<file path="config.mk">
export PLATFORM = sky130hd
export DESIGN_NAME = uart_frame_if_flat
export DESIGN_NICKNAME = d
export VERILOG_FILES = /design/src/rtl/uart_frame_pkg.sv /design/src/rtl/uart_frame_fifo_if.sv /design/src/rtl/uart_frame_timer.sv /design/src/rtl/uart_frame_if.sv /design/src/flat_wrapper.sv
export SDC_FILE = /design/constraint.sdc
export NUM_CORES = 1
export LEC_CHECK = 0
export ABC_AREA = 1
export ABC_CLOCK_PERIOD_IN_PS = 3700
export BUFFER_PORTS_ARGS = -buffer_cell sky130_fd_sc_hd__buf_4
export CAP_MARGIN = 10
export CORE_UTILIZATION = 25
export CTS_BUF_LIST = sky130_fd_sc_hd__clkbuf_16
export DETAILED_ROUTE_END_ITERATION = 16
export GPL_ROUTABILITY_DRIVEN = 0
export PLACE_DENSITY_LB_ADDON = 0.25
export SYNTH_ARGS = -nofsm -noshare
export SYNTH_HDL_FRONTEND = slang
export SYNTH_SLANG_ARGS = --single-unit
</file>
<file path="constraint.sdc">
create_clock -name clk -period 3.7 [get_ports clk]
set_clock_uncertainty 0.2 [all_clocks]
set_input_delay 0.37 -clock clk [delete_from_list [all_inputs] [get_ports clk]]
set_output_delay 0.37 -clock clk [all_outputs]
set_load 0.05 [all_outputs]
</file>
<file path="src/rtl/uart_frame_pkg.sv">
// ============================================================================
// Module   : uart_frame_pkg
// Purpose  : Shared types and constants for the UART frame engine.
// Revision : 1.0
// ============================================================================
`default_nettype none

package uart_frame_pkg;

  localparam int C_DBIT  = 8;
  localparam int C_NB_OP = 6;

  localparam logic [2:0] C_ST_GET_A  = 3'd0;
  localparam logic [2:0] C_ST_GET_B  = 3'd1;
  localparam logic [2:0] C_ST_GET_OP = 3'd2;
  localparam logic [2:0] C_ST_EXEC   = 3'd3;
  localparam logic [2:0] C_ST_SEND   = 3'd4;

  typedef enum logic [2:0] {
    ST_GET_A  = C_ST_GET_A,
    ST_GET_B  = C_ST_GET_B,
    ST_GET_OP = C_ST_GET_OP,
    ST_EXEC   = C_ST_EXEC,
    ST_SEND   = C_ST_SEND
  } state_t;

  // Only the mid-frame byte waits are allowed to expire.
  function automatic logic is_timed_state(input state_t s);
    return (s == ST_GET_B) || (s == ST_GET_OP);
  endfunction

endpackage

`default_nettype wire

</file>
<file path="src/rtl/uart_frame_fifo_if.sv">
// ============================================================================
// Module   : uart_frame_fifo_if
// Purpose  : RX/TX FIFO handshake plus ALU operand/result bundle.
// Revision : 1.0
// ============================================================================
`default_nettype none

interface uart_frame_fifo_if
  import uart_frame_pkg::*;
#(
  parameter int DBIT  = C_DBIT,
  parameter int NB_OP = C_NB_OP
);

  logic             rx_empty;
  logic [DBIT-1:0]  r_data;
  logic             rd_uart;
  logic             tx_full;
  logic             wr_uart;
  logic [DBIT-1:0]  w_data;
  logic [DBIT-1:0]  alu_a;
  logic [DBIT-1:0]  alu_b;
  logic [NB_OP-1:0] alu_op;
  logic [DBIT-1:0]  alu_result;
  logic             frame_done;
  logic             timeout_err;

  modport master (
    input  rx_empty, r_data, tx_full, alu_result,
    output rd_uart, wr_uart, w_data, alu_a, alu_b, alu_op, frame_done, timeout_err
  );

  modport slave (
    output rx_empty, r_data, tx_full, alu_result,
    input  rd_uart, wr_uart, w_data, alu_a, alu_b, alu_op, frame_done, timeout_err
  );

endinterface

`default_nettype wire

</file>
<file path="src/rtl/uart_frame_timer.sv">
// ============================================================================
// Module   : uart_frame_timer
// Purpose  : Inter-byte timeout counter; expire is a same-cycle pulse.
// Revision : 1.0
// ============================================================================
`default_nettype none

module uart_frame_timer
  import uart_frame_pkg::*;
#(
  parameter int TO_CYCLES = 50000,
  parameter int TO_BIT    = 16
) (
  input  wire logic clk,
  input  wire logic reset,
  input  wire logic clear,
  input  wire logic en,
  output logic      expire
);

  localparam logic [TO_BIT-1:0] C_LAST = TO_BIT'(TO_CYCLES - 1);

  logic [TO_BIT-1:0] r_count;

  assign expire = en & (r_count == C_LAST);

  always_ff @(posedge clk or negedge reset) begin
    if (!reset) begin
      r_count <= '0;
    end else if (clear || expire) begin
      r_count <= '0;
    end else if (en) begin
      r_count <= r_count + 1'b1;
    end
  end

endmodule

`default_nettype wire

</file>
<file path="src/rtl/uart_frame_if.sv">
// ============================================================================
// Module   : uart_frame_if
// Purpose  : Pops A, B, opcode from the RX FIFO, drives an external ALU and
//            pushes the result byte into the TX FIFO. Optional inter-byte
//            timeout is compiled in with UART_FRAME_TIMEOUT_EN.
// Revision : 1.0
// ============================================================================
`default_nettype none

module uart_frame_if
  import uart_frame_pkg::*;
#(
  parameter int DBIT      = C_DBIT,
  parameter int NB_OP     = C_NB_OP,
  parameter int TO_CYCLES = 50000,
  parameter int TO_BIT    = 16
) (
  input wire logic          clk,
  input wire logic          reset,
  uart_frame_fifo_if.master bus
);

  state_t           r_state;
  state_t           w_state_next;
  logic [DBIT-1:0]  r_alu_a;
  logic [DBIT-1:0]  r_alu_b;
  logic [NB_OP-1:0] r_alu_op;
  logic [DBIT-1:0]  r_w_data;
  logic             w_pop;
  logic             w_push;
  logic             w_timeout;

  always_comb begin
    w_state_next = r_state;
    w_pop        = 1'b0;
    w_push       = 1'b0;
    case (r_state)
      ST_GET_A: begin
        w_pop = ~bus.rx_empty;
        if (w_pop) w_state_next = ST_GET_B;
      end
      ST_GET_B: begin
        w_pop = ~bus.rx_empty;
        if (w_pop)          w_state_next = ST_GET_OP;
        else if (w_timeout) w_state_next = ST_GET_A;
      end
      ST_GET_OP: begin
        w_pop = ~bus.rx_empty;
        if (w_pop)          w_state_next = ST_EXEC;
        else if (w_timeout) w_state_next = ST_GET_A;
      end
      ST_EXEC: begin
        w_state_next = ST_SEND;
      end
      ST_SEND: begin
        w_push = ~bus.tx_full;
        if (w_push) w_state_next = ST_GET_A;
      end
      default: begin
        w_state_next = ST_GET_A;
      end
    endcase
  end

  always_ff @(posedge clk or negedge reset) begin
    if (!reset) begin
      r_state  <= ST_GET_A;
      r_alu_a  <= '0;
      r_alu_b  <= '0;
      r_alu_op <= '0;
      r_w_data <= '0;
    end else begin
      r_state <= w_state_next;
      if (w_pop) begin
        case (r_state)
          ST_GET_A:  r_alu_a  <= bus.r_data;
          ST_GET_B:  r_alu_b  <= bus.r_data;
          ST_GET_OP: r_alu_op <= bus.r_data[NB_OP-1:0];
          default:   ;
        endcase
      end
      if (r_state == ST_EXEC) r_w_data <= bus.alu_result;
    end
  end

`ifdef UART_FRAME_TIMEOUT_EN
  logic w_timed;
  logic w_expire;

  assign w_timed = is_timed_state(r_state);

  // Counter is held clear outside GET_B/GET_OP so each wait starts at zero.
  uart_frame_timer #(
    .TO_CYCLES (TO_CYCLES),
    .TO_BIT    (TO_BIT)
  ) u_timer (
    .clk    (clk),
    .reset  (reset),
    .clear  (~w_timed | w_pop),
    .en     (w_timed & bus.rx_empty),
    .expire (w_expire)
  );

  assign w_timeout = w_expire;
`else
  assign w_timeout = 1'b0;
`endif

  // rd_uart is combinational from GET_A, so it is masked while reset is held.
  assign bus.rd_uart     = w_pop & reset;
  assign bus.wr_uart     = w_push;
  assign bus.frame_done  = w_push;
  assign bus.timeout_err = w_timeout & reset;
  assign bus.w_data      = r_w_data;
  assign bus.alu_a       = r_alu_a;
  assign bus.alu_b       = r_alu_b;
  assign bus.alu_op      = r_alu_op;

endmodule

`default_nettype wire

</file>
<file path="src/flat_wrapper.sv">
// flat-port wrapper written by rule: the top's interface ports become plain ports
module uart_frame_if_flat import uart_frame_pkg::*;
#(
  parameter int DBIT      = C_DBIT,
  parameter int NB_OP     = C_NB_OP,
  parameter int TO_CYCLES = 50000,
  parameter int TO_BIT    = 16
)
  (clk, reset, bus_rx_empty, bus_r_data, bus_tx_full, bus_alu_result, bus_rd_uart, bus_wr_uart, bus_w_data, bus_alu_a, bus_alu_b, bus_alu_op, bus_frame_done, bus_timeout_err);
  uart_frame_fifo_if #(.DBIT(DBIT), .NB_OP(NB_OP)) bus_i ();
  input wire logic clk;
  input wire logic reset;
  input wire logic [$bits(bus_i.rx_empty)-1:0] bus_rx_empty;
  input wire logic [$bits(bus_i.r_data)-1:0] bus_r_data;
  input wire logic [$bits(bus_i.tx_full)-1:0] bus_tx_full;
  input wire logic [$bits(bus_i.alu_result)-1:0] bus_alu_result;
  output wire logic [$bits(bus_i.rd_uart)-1:0] bus_rd_uart;
  output wire logic [$bits(bus_i.wr_uart)-1:0] bus_wr_uart;
  output wire logic [$bits(bus_i.w_data)-1:0] bus_w_data;
  output wire logic [$bits(bus_i.alu_a)-1:0] bus_alu_a;
  output wire logic [$bits(bus_i.alu_b)-1:0] bus_alu_b;
  output wire logic [$bits(bus_i.alu_op)-1:0] bus_alu_op;
  output wire logic [$bits(bus_i.frame_done)-1:0] bus_frame_done;
  output wire logic [$bits(bus_i.timeout_err)-1:0] bus_timeout_err;
  assign bus_i.rx_empty = bus_rx_empty;
  assign bus_i.r_data = bus_r_data;
  assign bus_i.tx_full = bus_tx_full;
  assign bus_i.alu_result = bus_alu_result;
  assign bus_rd_uart = bus_i.rd_uart;
  assign bus_wr_uart = bus_i.wr_uart;
  assign bus_w_data = bus_i.w_data;
  assign bus_alu_a = bus_i.alu_a;
  assign bus_alu_b = bus_i.alu_b;
  assign bus_alu_op = bus_i.alu_op;
  assign bus_frame_done = bus_i.frame_done;
  assign bus_timeout_err = bus_i.timeout_err;
  uart_frame_if #(.DBIT(DBIT), .NB_OP(NB_OP), .TO_CYCLES(TO_CYCLES), .TO_BIT(TO_BIT)) u_core (.clk(clk), .reset(reset), .bus(bus_i));
endmodule
</file>
# ---- Word-level counts from Yosys, hierarchy flattened
# Cells that the tools add are included.
dict set report classes {
  n_bitwise 3
  eq_ne 8
  n_reduce_logical 6
  n_mux 7
}
# op n
set ops {}
lappend ops {{3-bit case mux with 5 select lines} 1}
lappend ops {{3-bit two-way mux} 4}
lappend ops {{2-bit inequality test, second input constant} 4}
lappend ops {{3-bit by 2-bit == test with 1-bit output, second input constant} 2}
lappend ops {{2-bit AND reduction} 3}
lappend ops {{4-bit AND reduction} 1}
lappend ops {{3-bit by 1-bit == test with 1-bit output, second input constant} 1}
lappend ops {{3-bit == test, second input constant} 1}
lappend ops {{3-bit zero test} 1}
lappend ops {{3-bit OR reduction} 1}
lappend ops {{1-bit two-way mux} 2}
lappend ops {{1-bit inverter} 2}
lappend ops {{1-bit AND} 1}
dict set report totals {
  wordCells 29
  out_inout_bits 34
  in_bits 20
  reg_bits 33
}

# ---- Depth between registers and ports, before layout
# Gate-level depths: netlist of run 1.
dict set report depth {
  word_depth 4
  ltp_mapped 8
  depth_no_buf 6
}

# ---- Least setup slack after synthesis of run 1
# OpenSTA, ideal clock, no wires.
dict set report synth_path {
  path_kind {reg2out}
  start {reg u_core.r_state[1]}
  end {out bus_wr_uart}
  path_buffers 2
  stages_incl_launch_ff 4
  arrival_time_ps 2542
  required_time_ps 3130
  path_slack_ps 588
  cell_sequence {dfrtp_1 > buf_4 > nor4_1 > buf_4}
}
dict set report synth_between {
  elab_chain_cells 2
}
# element line_no
set synth_lines {}
lappend synth_lines {{from (decl)} uart_frame_if.sv:23} ;# state_t r_state;
lappend synth_lines {{from (signal assigned)} uart_frame_if.sv:73} ;# r_state <= w_state_next;
lappend synth_lines {{3-bit == test} uart_frame_if.sv:37} ;# case (r_state)
lappend synth_lines {{1-bit two-way mux} uart_frame_if.sv:37}
lappend synth_lines {{to (decl)} flat_wrapper.sv:18} ;# output wire logic [$bits(bus_i.wr_uart)-1:0] bus_wr_uart;
# Every way passes these cells.

# ---- Worst setup path after layout of run 1
dict set report layout_path {
  start {in reset}
  end {out bus_rd_uart}
}
dict set report layout_between {
  elab_chain_cells 1
}
# element line_no
set layout_lines {}
lappend layout_lines {{from (decl)} flat_wrapper.sv:12} ;# input wire logic reset;
lappend layout_lines {{1-bit AND} uart_frame_if.sv:110} ;# assign bus.rd_uart = w_pop & reset;
lappend layout_lines {{to (decl)} flat_wrapper.sv:17} ;# output wire logic [$bits(bus_i.rd_uart)-1:0] bus_rd_uart;
# Every way passes these cells.

==> flow_metrics.py, run 1 <==
metrics = {
    "status": {
        "outcome": "finished clean",
    },
    "power_and_ir_drop": {
        "p_total_uw": 2227,
        "powerDensity_nw_per_um2": 1126,
        "p_leak_uw": 0.001058,
        "peakVddDrop_mv": 0.3385,
    },
    "timing": {
        "max_freq_mhz": 430.4,
        "rsz0062_at_grt": "false",
        "hold_violations": 0,
        "fin_crit_sh_pct": 62.80,
        "setup_viol": 0,
        "fin_ws_ns": 1.376,
        "period_minus_slack_ns": 2.324,
        "fin_tns_setup_ns": 0,
        "drv_slew": 0,
        "hold-worst-slack_ns": 0.1358,
    },
    "final_layout": {
        "diodes": 0,
        "drive_gt1_share_pct": 39.70,
        "final_cells": 269,
        "fillerInstances": 553,
        "syn2layout_area_growth_pct": 40.44,
        "multi_input_area_um2": 451.7,
        "finish.net_count": 218,
        "layout_common_cells": "buf_4, nand2_1, dfrtp_1",
        "final_common_cell": "buf_4",
        "final-seq-area_um2": 825.8,
    },
    "yosys": {
        "synth_seq_area_share_pct": 58.67,
        "async_flop_share_pct": 100.0,
        "synth_top_area_share_pct": 58.67,
        "synth.distinct_cells": 19,
        "synthesis.nets": 165,
        "synth_cells": 145,
        "yosys_warnings": 0,
        "syn_avg_cell_area_um2": 9.708,
        "synth-main-ff-cell": "dfrtp_1",
        "synth_area_um2": 1408,
        "synth_edf_count": 0,
        "ys_seq_elements": 33,
        "yosysTopAreaCell": "dfrtp_1",
        "synth_area_leaders": "dfrtp_1, nand2_1, o21ai_2, o21ai_1, inv_1",
    },
    "setup_path": {
        "timing.reg2reg.setup_slack_ns": 2.12,
        "crit_path_end_kind": "output pin",
        "critical_path.startpoint": "reset",
        "start_kind": "input port",
        "cp.arrival_ns": 1.75,
        "worstSetupPathType": "in -> out",
        "critPathRequiredTime_ns": 3.13,
        "crit_path_max_fanout": 34,
        "reg2reg_to": "u_core.bus.alu_op[1]",
        "r2r_start": "u_core.r_state[0]",
        "reg2reg_depth": 4,
    },
    "grt": {
        "grt_pass1_vias": 974,
        "grt_first_pass_wirelength_um": 4899,
        "grt_max_degree": 35,
        "antenna_found_initial": 0,
        "grt_overflow": 0,
        "grt_usage_pct": 11.11,
    },
    "routing": {
        "firstDrtPassIters": 4,
        "first_iter_violations": 51,
        "routed_wirelength_um": 3021,
        "routed_via_density": 4.030,
        "drc_errors": 0,
        "ant_nets": 0,
        "wl_per_cell_um": 11.23,
        "vias": 1084,
    },
    "min_path": {
        "hold_depth": 3,
        "min_path_type": "in -> reg",
        "min-delay-start": "bus_rx_empty",
        "whs_endpoint": "u_core.r_state[0]",
    },
    "job": {
        "drv_cap": 0,
    },
    "clock_network": {
        "clk_latency_ns": 0.27,
        "cts_htree_levels": 2,
        "clock_path_buffers": 2,
        "cts_buffers": 5,
        "cts_tree": "yes",
        "cts.repair.resized": 0,
        "clock-sinks": 33,
        "path_clk_slew_ns": 0.05,
        "post_cts_buffers": 0,
        "hold_buffers": 1,
        "cts_root_buf": "clkbuf_16",
    },
    "die": {
        "die-area_um2": 5934,
        "dieWidth_um": 77.04,
        "io_pins": 54,
        "std_cell_rows": 26,
        "initial_utilization_pct": 26.71,
        "die_h_um": 77.04,
        "core-area_um2": 5270,
    },
    "placed_design": {
        "io_buffers": 52,
        "dpl.hpwl_um": 2140,
        "dp.cells": 260,
        "place_ws_ns": 1.883,
    },
}
-- cells in the mapped netlist, types with 2 or more instances --
master / count
nand2_1: 38
buf_2: 2
nand3_1: 6
buf_4: 3
buf_6: 2
o21ai_1: 14
dfrtp_1: 33
o21ai_2: 16
inv_1: 18
nor2_1: 3
inv_2: 2
-- layer usage --
layer	GRT usage (%)	share of wire (%)	vias up
met5	0	0	-
met4	6.792	2.6	0
met3	4.167	4.8	6
met2	17.41	49	22
met1	12.81	43	496
li1	-	-	560
-- worst max-delay path by stage --
stage,to,slack [ns],cells past startpoint
finish,bus_rd_uart,1.38,5
global route,bus_rd_uart,1.24,5
CTS,bus_rd_uart,1.35,5
detailed placement,bus_rd_uart,1.88,4
global placement,bus_rd_uart,1.88,4
floorplan,bus_wr_uart,0.59,3
-- cell families after synthesis --
family                 Yosys count  synth area share (%)
flip-flops                      33                 58.67
AND/OR/NAND/NOR                 52                 16.18
buffers and inverters           27                 9.244
AO/OA/AOI/OAI                   32                 15.64
other                            1                0.2664
-- flip-flops by register name, indices dropped and copies added (netlist names) --
| signal | cells |
|---|---|
| u_core.bus.alu_a | 8 |
| u_core.bus.alu_b | 8 |
| u_core.bus.w_data | 8 |
| u_core.bus.alu_op | 6 |
| u_core.r_state | 3 |
-- worst max-delay path: stages --
cell           delay, ns
dlygate4sd3_1       0.52
buf_4               0.39
nand3_1             0.13
a21oi_1             0.13
buf_4               0.21
-- power by group --
part | leakage, uW | switching (uW) | internal, uW | total (uW)
combinational | 0.000569 | 851 | 350 | 1200
clock | 0.0000776 | 139 | 241 | 380
sequential | 0.000412 | 113 | 532 | 645
total | 0.00106 | 1100 | 1120 | 2230
-- area by class of cell --
cell class              count  area share, %
clock buffers               5          6.329
clock inverters             3         0.5696
inverters                  20          3.797
multi-input cells          85          22.85
flip-flops and latches     33          41.77
well taps                  70          4.430
repair buffers             53          20.25
-- through the flow --
stage	cell area (um2)	utilization, %
global placement	1831	34.73
finish	1977	37.51
floorplan	1408	-
detailed placement	1831	34.73
CTS	1977	37.51
global route	1977	37.51
(Power assumes the default switching activity.)
==> run 2, diff against run 1 <==
- ABC_CLOCK_PERIOD_IN_PS: 3700 -> 1950
- clock period: 3.7 -> 1.95 ns (I/O delays scaled with it)
==> run 2 against run 1 <==
  * Register-to-register slack worse by 1.8 ns
  * Clock-buffer cell count unchanged
  * Clock power rose by 120%
  * Sequential power is 91% higher
  * Global-route usage increased by 0.40 points
  * Setup slack got worse by 1.3 ns
  * First-iteration DRC count down 31%
  * Final area is 7.0% higher
  * Largest power group unchanged
==> flow_metrics.py, run 2 (synthesis results as in run 1) <==
metrics = {
    "status": {
        "outcome": "finished clean",
    },
    "power_and_ir_drop": {
        "p_switching_uw": 2090,
        "pwr-share-comb_pct": 52.7,
        "p_int_uw": 2282,
        "peakVddDrop_mv": 0.6867,
        "switching_share_pct": 47.81,
        "pwr-share-seq_pct": 28.2,
        "powerDensity_nw_per_um2": 2066,
        "p_clk_share_pct": 19.2,
        "p_leak_uw": 0.001107,
    },
    "final_layout": {
        "layout_common_cells": "buf_4, nand2_1, dfrtp_1",
        "diodes": 0,
        "final_common_cell": "buf_4",
        "syn2layout_area_growth_pct": 50.31,
        "finish.net_count": 228,
        "drive_gt1_share_pct": 39.23,
        "utilization_pct": 40.15,
    },
    "die": {
        "die_h_um": 77.04,
        "core-area_um2": 5270,
        "initial_utilization_pct": 26.71,
        "io_pins": 54,
        "die-area_um2": 5934,
        "std_cell_rows": 26,
        "dieWidth_um": 77.04,
    },
    "grt": {
        "grt_usage_pct": 11.50,
        "grt_pass1_vias": 1082,
        "grt_first_pass_wirelength_um": 5244,
        "grt_overflow": 0,
        "grt_max_degree": 34,
        "antenna_found_initial": 0,
    },
    "placed_design": {
        "io_buffers": 52,
        "dpl.hpwl_um": 2239,
    },
    "clock_network": {
        "cts_buffers": 5,
        "cts_htree_levels": 2,
        "cts.repair.resized": 0,
        "cts_root_buf": "clkbuf_16",
        "clock-sinks": 33,
        "cts_tree": "yes",
        "clk_latency_ns": 0.27,
        "path_clk_slew_ns": 0.05,
        "clock_path_buffers": 2,
    },
    "setup_path": {
        "cp_slowest_stage_delay_ns": 0.54,
        "crit_path_max_fanout": 6,
        "path_buf_inv": 4,
        "worstSetupPathType": "in -> out",
        "critPathTopFamily": "buffers and inverters",
        "critPathRequiredTime_ns": 1.55,
        "cp.arrival_ns": 1.47,
        "r2r_start": "u_core.r_state[0]",
        "start_kind": "input port",
        "crit_slowest_cell": "dlygate4sd3_1",
        "crit_cells": 6,
        "crit_chain": "dlygate4sd3_1, buf_4, inv_2, nand3_1, a21oi_1, buf_4",
        "cp_common_cell": "buf_4",
        "reg2reg_depth": 4,
        "critical_path.startpoint": "bus_rx_empty",
        "crit_path_end_kind": "output pin",
    },
    "min_path": {
        "min_path_type": "in -> reg",
        "min-delay-start": "bus_r_data[6]",
        "hold_depth": 3,
    },
    "routing": {
        "first_iter_violations": 35,
        "routed_wirelength_um": 3065,
        "vias": 1121,
        "routed_via_density": 4.018,
        "ant_nets": 0,
        "drc_errors": 0,
        "firstDrtPassIters": 4,
        "wl_per_cell_um": 10.99,
    },
    "timing": {
        "period_minus_slack_ns": 1.867,
        "hold_violations": 0,
        "rsz0062_at_grt": "false",
        "max_freq_mhz": 535.6,
        "fin_crit_sh_pct": 95.75,
        "drv_slew": 0,
        "setup_viol": 0,
        "fin_tns_setup_ns": 0,
        "hold-worst-slack_ns": 0.01271,
    },
    "job": {
        "drv_cap": 0,
    },
}
[run 2: cell types whose count changed in the layout (fill, tap and decap cells not counted), sizes merged]
| cell | previous run | this run |
|---|---|---|
| bufinv | 0 | 1 |
| clkinv | 0 | 1 |
| dlygate4sd3 | 1 | 10 |
| buf | 52 | 53 |
| inv | 23 | 21 |
[run 2: area by class of cell]
cell class              count  area (um2)
clock inverters             3       37.54
inverters                  20       75.07
flip-flops and latches     33       825.8
multi-input cells          85       466.7
fillers                   545        3154
repair buffers             63       498.0
well taps                  70       87.58
clock buffers               5       125.1
[run 2: path summary, 6_finish.rpt]
path                                         to  slack [ns]
max in group asynchronous   u_core.bus.alu_b[6]        0.96
min in group asynchronous  u_core.bus.w_data[7]        0.31
min                         u_core.bus.alu_b[6]        0.01
min reg2reg                 u_core.bus.alu_b[7]        0.28
max                                 bus_rd_uart        0.08
max reg2reg                u_core.bus.alu_op[4]        0.37
[run 2: metal layers]
layer	part of all wire, %	track usage [%]
met1	47	14.35
met2	48	18.30
met3	4.2	3.452
met4	1.3	5.094
met5	0	0
[run 2: timing repair]
item                                   in CTS  in global routing
endpoints found under the hold margin      42                  0
hold buffers                               10                  0
setup buffers                               0                  0
[run 2: power by group through the flow]
stage	clock network (uW)	registers [uW]	logic (uW)
after floorplan	0	2220	697
after global placement	0	1250	2290
after detailed placement	0	1240	2310
after CTS	872	1240	2330
after global routing	904	1280	2460
final	838	1230	2300
[run 2: stage by stage]
stage          total power, uW  cells  setup slack, ns  instance area, um2
5_1_grt                   4644    279          0.02827                2116
3_3_place_gp              3538    261           0.3996                1853
4_1_cts                   4438    279          0.06875                2116
2_1_floorplan             2915    145          0.04550                1423
3_5_place_dp              3556    261           0.3530                1853
6_report                  4372    279          0.08281                2116
[run 2: worst reg2reg max path, cell delays in order, from the launching register on]
cell     delay (ns)
dfrtp_1        0.47
nor2_1         0.20
nand3_1        0.35
nand2_1        0.16
o21ai_1        0.07
